<file path="src/rtl/iter_alu.sv">
// EX-stage ALU: single-cycle ADD/SUB/OR/AND/SLT/SLL plus iterative signed MULT
// (shift-add) and DIV (restoring), with Hi/Lo result registers and a busy/done handshake.
module iter_alu #(
  parameter int unsigned WIDTH = 32
) (
  input  logic             clk,
  input  logic             reset,
  input  logic             start,
  input  logic [2:0]       IA,
  input  logic [WIDTH-1:0] A,
  input  logic [WIDTH-1:0] B,
  output logic [WIDTH-1:0] Res,
  output logic [WIDTH-1:0] Hi,
  output logic [WIDTH-1:0] Lo,
  output logic             Zero,
  output logic             busy,
  output logic             done,
  output logic             dz
);

  localparam int unsigned CW = $clog2(WIDTH + 1);
  localparam logic [CW-1:0] LastIter = CW'(WIDTH - 1);

  localparam logic [2:0] OpAdd = 3'b000;
  localparam logic [2:0] OpSub = 3'b001;
  localparam logic [2:0] OpMul = 3'b010;
  localparam logic [2:0] OpDiv = 3'b011;
  localparam logic [2:0] OpOr  = 3'b100;
  localparam logic [2:0] OpAnd = 3'b101;
  localparam logic [2:0] OpSlt = 3'b110;
  localparam logic [2:0] OpSll = 3'b111;

  typedef enum logic [1:0] {StIdle, StMul, StDiv} state_e;

  state_e           state_q;
  logic [CW-1:0]    cnt_q;
  logic [WIDTH-1:0] acc_q;   // product upper half / partial remainder
  logic [WIDTH-1:0] sh_q;    // multiplier / dividend shifting into quotient
  logic [WIDTH-1:0] mb_q;    // |B|
  logic             neg_q;   // sign of product / quotient
  logic             rneg_q;  // sign of remainder (dividend sign)
  logic [WIDTH-1:0] res_q, hi_q, lo_q;
  logic             zero_q, busy_q, done_q, dz_q;

  logic [WIDTH-1:0]   mag_a, mag_b, alu_res;
  logic [WIDTH:0]     mul_sum;
  logic [WIDTH-1:0]   mul_acc, mul_sh;
  logic [2*WIDTH-1:0] prod, prod_s;
  logic [WIDTH:0]     div_rem_sh, div_trial;
  logic [WIDTH-1:0]   div_acc, div_sh, quo, rem;

  always_comb begin
    mag_a = A[WIDTH-1] ? -A : A;
    mag_b = B[WIDTH-1] ? -B : B;
  end

  always_comb begin
    alu_res = '0;
    unique case (IA)
      OpAdd:        alu_res = A + B;
      OpSub:        alu_res = A - B;
      OpOr:         alu_res = A | B;
      OpAnd:        alu_res = A & B;
      OpSlt:        alu_res = {{(WIDTH-1){1'b0}}, ($signed(A) < $signed(B))};
      OpSll:        alu_res = B << A[4:0];
      OpMul, OpDiv: alu_res = '0;
    endcase
  end

  // One shift-add multiply step on {acc_q, sh_q}
  always_comb begin
    mul_sum = {1'b0, acc_q} + (sh_q[0] ? {1'b0, mb_q} : '0);
    mul_acc = mul_sum[WIDTH:1];
    mul_sh  = {mul_sum[0], sh_q[WIDTH-1:1]};
    prod    = {mul_acc, mul_sh};
    prod_s  = neg_q ? -prod : prod;
  end

  // One restoring-division step; trial MSB set means the subtraction went negative
  always_comb begin
    div_rem_sh = {acc_q, sh_q[WIDTH-1]};
    div_trial  = div_rem_sh - {1'b0, mb_q};
    if (!div_trial[WIDTH]) begin
      div_acc = div_trial[WIDTH-1:0];
      div_sh  = {sh_q[WIDTH-2:0], 1'b1};
    end else begin
      div_acc = div_rem_sh[WIDTH-1:0];
      div_sh  = {sh_q[WIDTH-2:0], 1'b0};
    end
    quo = neg_q ? -div_sh : div_sh;
    rem = rneg_q ? -div_acc : div_acc;
  end

  always_ff @(posedge clk) begin
    if (reset) begin
      state_q <= StIdle;
      cnt_q   <= '0;
      acc_q   <= '0;
      sh_q    <= '0;
      mb_q    <= '0;
      neg_q   <= 1'b0;
      rneg_q  <= 1'b0;
      res_q   <= '0;
      hi_q    <= '0;
      lo_q    <= '0;
      zero_q  <= 1'b1;
      busy_q  <= 1'b0;
      done_q  <= 1'b0;
      dz_q    <= 1'b0;
    end else begin
      done_q <= 1'b0;
      unique case (state_q)
        StIdle: begin
          if (start) begin
            if (IA == OpMul || (IA == OpDiv && B != '0)) begin
              state_q <= (IA == OpMul) ? StMul : StDiv;
              busy_q  <= 1'b1;
              cnt_q   <= '0;
              acc_q   <= '0;
              sh_q    <= mag_a;
              mb_q    <= mag_b;
              neg_q   <= A[WIDTH-1] ^ B[WIDTH-1];
              rneg_q  <= A[WIDTH-1];
            end else if (IA == OpDiv) begin
              lo_q   <= '1;
              hi_q   <= A;
              res_q  <= '1;
              zero_q <= 1'b0;
              dz_q   <= 1'b1;
              done_q <= 1'b1;
            end else begin
              res_q  <= alu_res;
              zero_q <= (alu_res == '0);
              dz_q   <= 1'b0;
              done_q <= 1'b1;
            end
          end
        end
        StMul: begin
          if (cnt_q == LastIter) begin
            hi_q    <= prod_s[2*WIDTH-1:WIDTH];
            lo_q    <= prod_s[WIDTH-1:0];
            res_q   <= prod_s[WIDTH-1:0];
            zero_q  <= (prod_s[WIDTH-1:0] == '0);
            dz_q    <= 1'b0;
            done_q  <= 1'b1;
            busy_q  <= 1'b0;
            state_q <= StIdle;
          end else begin
            acc_q <= mul_acc;
            sh_q  <= mul_sh;
            cnt_q <= cnt_q + CW'(1);
          end
        end
        StDiv: begin
          if (cnt_q == LastIter) begin
            hi_q    <= rem;
            lo_q    <= quo;
            res_q   <= quo;
            zero_q  <= (quo == '0);
            dz_q    <= 1'b0;
            done_q  <= 1'b1;
            busy_q  <= 1'b0;
            state_q <= StIdle;
          end else begin
            acc_q <= div_acc;
            sh_q  <= div_sh;
            cnt_q <= cnt_q + CW'(1);
          end
        end
        default: state_q <= StIdle;
      endcase
    end
  end

  assign Res  = res_q;
  assign Hi   = hi_q;
  assign Lo   = lo_q;
  assign Zero = zero_q;
  assign busy = busy_q;
  assign done = done_q;
  assign dz   = dz_q;

endmodule

</file>
<file path="config.mk">
export PLATFORM = sky130hd
export DESIGN_NAME = iter_alu
export DESIGN_NICKNAME = d
export VERILOG_FILES = /design/src/rtl/iter_alu.sv
export SDC_FILE = /design/constraint.sdc
export NUM_CORES = 1
export LEC_CHECK = 0
export CORE_UTILIZATION = 40
export DETAILED_ROUTE_END_ITERATION = 8
export GPL_TIMING_DRIVEN = 0
export PLACE_DENSITY = 0.67
export SKIP_LAST_GASP = 1
export SYNTH_ARGS = -nofsm -noshare
export SYNTH_HDL_FRONTEND = slang
export SYNTH_SLANG_ARGS = --single-unit
</file>
<file path="constraint.sdc">
create_clock -name clk -period 8.65 [get_ports clk]
set_input_delay 0.865 -clock clk [delete_from_list [all_inputs] [get_ports clk]]
set_output_delay 0.865 -clock clk [all_outputs]
set_load 0.01 [all_outputs]
</file>
==> flow_summary.html <==
<table>
<tr><th>Metric</th><th>Value</th></tr>
<tr><th colspan="2">Die</th></tr>
<tr><td>Number of cell rows</td><td>92</td></tr>
<tr><td>CORE AREA</td><td>0.06354 sq mm</td></tr>
<tr><td>Die Height</td><td>256.4 um</td></tr>
<tr><td>Ports</td><td>170</td></tr>
<tr><td>Area of the die</td><td>0.06572 sq mm</td></tr>
<tr><td>Horizontal die dimension</td><td>256.4 um</td></tr>
<tr><td>Effective utilization at floorplan</td><td>0.4073</td></tr>
<tr><th colspan="2">Critical path</th></tr>
<tr><td>Depth of the worst register-to-register path</td><td>23</td></tr>
<tr><td>Worst path slowest cell</td><td>or4b_1</td></tr>
<tr><td>Nature of the critical path endpoint</td><td>flop</td></tr>
<tr><td>Reg-to-reg critical path endpoint</td><td>Hi[30]</td></tr>
<tr><td>Worst Path Class, Setup</td><td>reg -&gt; reg</td></tr>
<tr><td>Peak fanout along the critical path</td><td>10</td></tr>
<tr><td>R2R Path Start</td><td>sh_q[31]</td></tr>
<tr><td>Series of cell instances along the critical path</td><td>inv_1 -&gt; ha_1 -&gt; inv_1 -&gt; fa_1 -&gt; a211o_1 -&gt; a211o_1 -&gt; nand4_1 -&gt; a21o_1 -&gt; a21oi_2 -&gt; nor2_4 -&gt; clkbuf_2 -&gt; clkbuf_1 -&gt; mux2i_1 -&gt; ha_1 -&gt; inv_1 -&gt; or4b_2 -&gt; a2111oi_1 -&gt; o22ai_1 -&gt; or4b_1 -&gt; or4_4 -&gt; o21ai_0 -&gt; xor2_1 -&gt; o2bb2ai_1</td></tr>
<tr><td>Critical path startpoint category</td><td>flop</td></tr>
<tr><td>Crit-path most repeated cell</td><td>inv_1</td></tr>
<tr><td>Maximum cell stage delay along the critical path</td><td>0.74 ns</td></tr>
<tr><td>Data required, critical path</td><td>9.09 ns</td></tr>
<tr><td>Reg2Reg Setup Slack</td><td>0.20 ns</td></tr>
<tr><td>Data arrival time of the critical path</td><td>8.89 ns</td></tr>
<tr><th colspan="2">Timing</th></tr>
<tr><td>Unrepaired setup endpoints after global routing</td><td>no</td></tr>
<tr><td>Final Max Tran Viols</td><td>0</td></tr>
<tr><td>Normalized max-slew margin</td><td>0.01331</td></tr>
<tr><td>Max Clock Freq</td><td>118.3 MHz</td></tr>
<tr><td>Final critical-path required period</td><td>8.452 ns</td></tr>
<tr><td>Hold Worst Slack</td><td>0.4521 ns</td></tr>
<tr><td>Slew @ Worst Pin</td><td>1.461 ns</td></tr>
<tr><td>Fin Clk Skew</td><td>0.01266 ns</td></tr>
<tr><td>Final setup violating endpoints</td><td>0</td></tr>
<tr><td>Setup WS post-layout</td><td>0.1976 ns</td></tr>
<tr><td>Final period utilization</td><td>0.9772</td></tr>
<tr><td>Endpoints failing hold</td><td>0</td></tr>
<tr><th colspan="2">Synth</th></tr>
<tr><td>Count of different cell masters after synthesis</td><td>101</td></tr>
<tr><td>Synthesized area per cell</td><td>7.102 sq um</td></tr>
<tr><td>Number of synthesized register bits</td><td>206</td></tr>
<tr><td>Portion of the post-synthesis area used by sequential elements</td><td>0.1594</td></tr>
<tr><td>Number of enable flip-flop cells after synthesis</td><td>0</td></tr>
<tr><td>Count of warnings emitted by yosys</td><td>0</td></tr>
<tr><td>Most used flip-flop cell after synthesis</td><td>dfxtp_1</td></tr>
<tr><td>Cell with the most instances after synthesis</td><td>nor2_1</td></tr>
<tr><td>Most used standard cells in the synthesized netlist</td><td>387 x nor2_1, 347 x nand2_1, 299 x a21oi_1, 269 x clkbuf_1, 223 x o21ai_0</td></tr>
<tr><td>Ys async rst share</td><td>0</td></tr>
<tr><td>Netlist area before placement</td><td>0.02588 sq mm</td></tr>
<tr><td>Largest cells by area after synthesis</td><td>dfxtp_1 16%, ha_1 8.3%, a21oi_1 5.8%, xnor2_1 5.7%, nor2_1 5.6%</td></tr>
<tr><td>Gate Count Post-Synth</td><td>3644</td></tr>
<tr><td>Area share of the largest cell type after synthesis</td><td>0.1594</td></tr>
<tr><td>Synth Net Count</td><td>3890</td></tr>
<tr><td>Largest area contributor in the synthesized netlist</td><td>dfxtp_1</td></tr>
<tr><th colspan="2">Clocking</th></tr>
<tr><td># hold bufs at CTS</td><td>0</td></tr>
<tr><td>TritonCTS clock tree</td><td>built</td></tr>
<tr><td>Number of sinks handled by clock tree synthesis</td><td>206</td></tr>
<tr><td>Root buffer cell</td><td>clkbuf_16</td></tr>
<tr><td>Clock transition time at the flip-flop clock pins of the worst setup and hold paths</td><td>0.07 ns</td></tr>
<tr><td>Skew-Pair Late Insertion Delay</td><td>0.56 ns</td></tr>
<tr><td>Number of post-CTS setup repair buffers</td><td>0</td></tr>
<tr><td>Cts bufs inserted</td><td>24</td></tr>
<tr><td>H-tree levels</td><td>1</td></tr>
<tr><td>Clock Path Buffers</td><td>3</td></tr>
<tr><td>CTS-repair resized insts</td><td>0</td></tr>
<tr><th colspan="2">Routing</th></tr>
<tr><td>DRC viols</td><td>0</td></tr>
<tr><td>Antenna viol nets, final</td><td>0</td></tr>
<tr><td>Violation count after the first detailed-routing iteration</td><td>4687</td></tr>
<tr><td>Avg WL per Cell</td><td>30.76 um</td></tr>
<tr><td>Via density per instance</td><td>6.769</td></tr>
<tr><td>Final Routed Wirelength</td><td>144600 um</td></tr>
<tr><td>DR top layer</td><td>met5</td></tr>
<tr><td>Routed length on met2</td><td>60750 um</td></tr>
<tr><td>M1 wire length</td><td>58040 um</td></tr>
<tr><td>Routed vias</td><td>31820</td></tr>
<tr><td>Detailed-routed wire length on met3</td><td>16980 um</td></tr>
<tr><td>Initial DRT Pass Iterations</td><td>6</td></tr>
<tr><th colspan="2">Hold path</th></tr>
<tr><td>Cell depth of the worst hold path</td><td>2</td></tr>
<tr><td>Critical hold path startpoint</td><td>Hi[13]</td></tr>
<tr><td>End of the worst hold path</td><td>Hi[13]</td></tr>
<tr><td>Hold Crit Class</td><td>reg -&gt; reg</td></tr>
<tr><th colspan="2">Status</th></tr>
<tr><td>Status</td><td>complete, but fails checks</td></tr>
<tr><td>Violations in the final reports</td><td>max-capacitance violations</td></tr>
<tr><th colspan="2">Global routing</th></tr>
<tr><td>Number of global-route vias before repair</td><td>28790</td></tr>
<tr><td>First-pass GRT wire length</td><td>206100 um</td></tr>
<tr><td>Antenna violations before repair</td><td>7</td></tr>
<tr><td>Pin count of the biggest net entering global routing</td><td>14</td></tr>
<tr><td>Gr ovfl total</td><td>0</td></tr>
<tr><td>Overall track demand over capacity in global routing</td><td>0.4215</td></tr>
<tr><th colspan="2">Place</th></tr>
<tr><td>Number of buffers added on ports</td><td>166</td></tr>
<tr><td>Weighted congestion at the end of routability-driven global placement</td><td>1.067</td></tr>
<tr><td>Post-Place Setup Slack</td><td>-0.05176 ns</td></tr>
<tr><td>DPL Wire Length</td><td>116800 um</td></tr>
<tr><th colspan="2">Finish</th></tr>
<tr><td>Area Overhead vs Synth</td><td>13.79%</td></tr>
<tr><td>Nets@finish</td><td>4082</td></tr>
<tr><td>Register area</td><td>0.004124 sq mm</td></tr>
<tr><td>Area of the multi-input gates</td><td>0.01993 sq mm</td></tr>
<tr><td>Layout fillers</td><td>6697</td></tr>
<tr><td>Layout cells sized above 1</td><td>0.04541</td></tr>
<tr><th colspan="2">Flow run</th></tr>
<tr><td>Number of maximum-capacitance violations</td><td>1</td></tr>
<tr><th colspan="2">Power</th></tr>
<tr><td>Final Total Pwr</td><td>4.246 mW</td></tr>
<tr><td>Reported leakage power</td><td>10.79 nW</td></tr>
<tr><td>Worst voltage drop across the vdd grid</td><td>0.1305 mV</td></tr>
<tr><td>P per Cell Area</td><td>144.2 mW/mm^2</td></tr>
</table>
==> worst max-delay path by stage <==
stage                     startpoint      to  slack, ns  cells after the start
final                       sh_q[31]  Hi[30]       0.20                     23
after global routing        sh_q[31]  Hi[30]       0.08                     23
after CTS                   sh_q[31]  Hi[30]       0.02                     26
after detailed placement        A[0]    Zero      -0.05                     22
after global placement          A[0]    Zero      -0.19                     22
after floorplan             sh_q[31]  Hi[26]       1.99                     24
==> registers in the layout, summed over array words and instances (netlist names) <==
signal and flops:
Hi 32, Lo 32, Res 32, acc_q 32, mb_q 32, sh_q 32, cnt_q 6, state_q 2
Zero 1, busy 1, done 1, dz 1, neg_q 1, rneg_q 1
==> metal layers <==
metal | global-route usage | up-vias
met5 | 0 | -
met4 | 0.2202 | 10
met3 | 0.09352 | 412
met2 | 0.6320 | 2284
met1 | 0.5618 | 15230
li1 | - | 13880
==> stage by stage <==
stage | std cells | utilization | TNS, ns | area [sq um]
final | 4701 | 0.4635 | 0 | 29450
after global placement | 4656 | 0.4501 | -0.1897 | 28600
after detailed placement | 4658 | 0.4505 | -0.05176 | 28620
after floorplan | 3644 | - | 0 | 25880
after global routing | 4700 | 0.4634 | 0 | 29450
after CTS | 4702 | 0.4634 | 0 | 29450
==> power breakdown <==
| group | internal [mW] | switching, mW | total (mW) | leakage [nW] |
|---|---|---|---|---|
| clock network | 0.628 | 0.463 | 1.09 | 0.402 |
| registers | 1.03 | 0.0606 | 1.09 | 1.68 |
| logic | 0.676 | 1.39 | 2.07 | 8.71 |
==> critical path, delay by kind of cell (launching register included) <==
kind / cells / cell delay (ns)
and+or+nand+nor: 5 / 2.46
buffers and inverters: 5 / 1.28
DFF: 1 / 0.50
AOI/OAI and AO/OA: 8 / 2.27
xor gates and xnor gates: 1 / 0.33
adders and majority gates: 3 / 0.99
muxes: 1 / 0.49
==> logic make-up (layout without fill, tap and decap cells) <==
group	after synthesis	after routing	share of synthesized area
adders and majority gates	176	176	0.08625
xor gates and xnor gates	220	220	0.07474
other	0	1	0
muxes	111	111	0.06063
AOI/OAI and AO/OA	1220	1220	0.3182
and+or+nand+nor	1231	1231	0.2299
buffers and inverters	480	690	0.07092
DFF	206	206	0.1594
==> layout by cell type, fill, tap and decap left out, types with 50 or more instances in the layout <==
cell             count
a211oi_1           105
a21oi_1            299
a221oi_1            73
clkbuf_1           273
clkdlybuf4s50_1    166
dfxtp_1            206
ha_1               172
inv_1              163
mux2i_1             60
nand2_1            347
nand3_1             66
nor2_1             387
nor3_1              98
nor4_1              58
o211ai_1            51
o21ai_0            223
o31ai_1             50
xnor2_1            169
xor2_1              50
==> final cells by class <==
cell class,instances,area share
sequential,206,0.1400
inverter,169,0.02154
clock inverter,8,0.003951
clock buffer,36,0.02396
timing repair buffer,168,0.05702
tap,846,0.03595
antenna,1,0.00008498
buffer,309,0.04058
multi-input combinational,2958,0.6769
No activity file was read; power rests on OpenSTA's default activity.
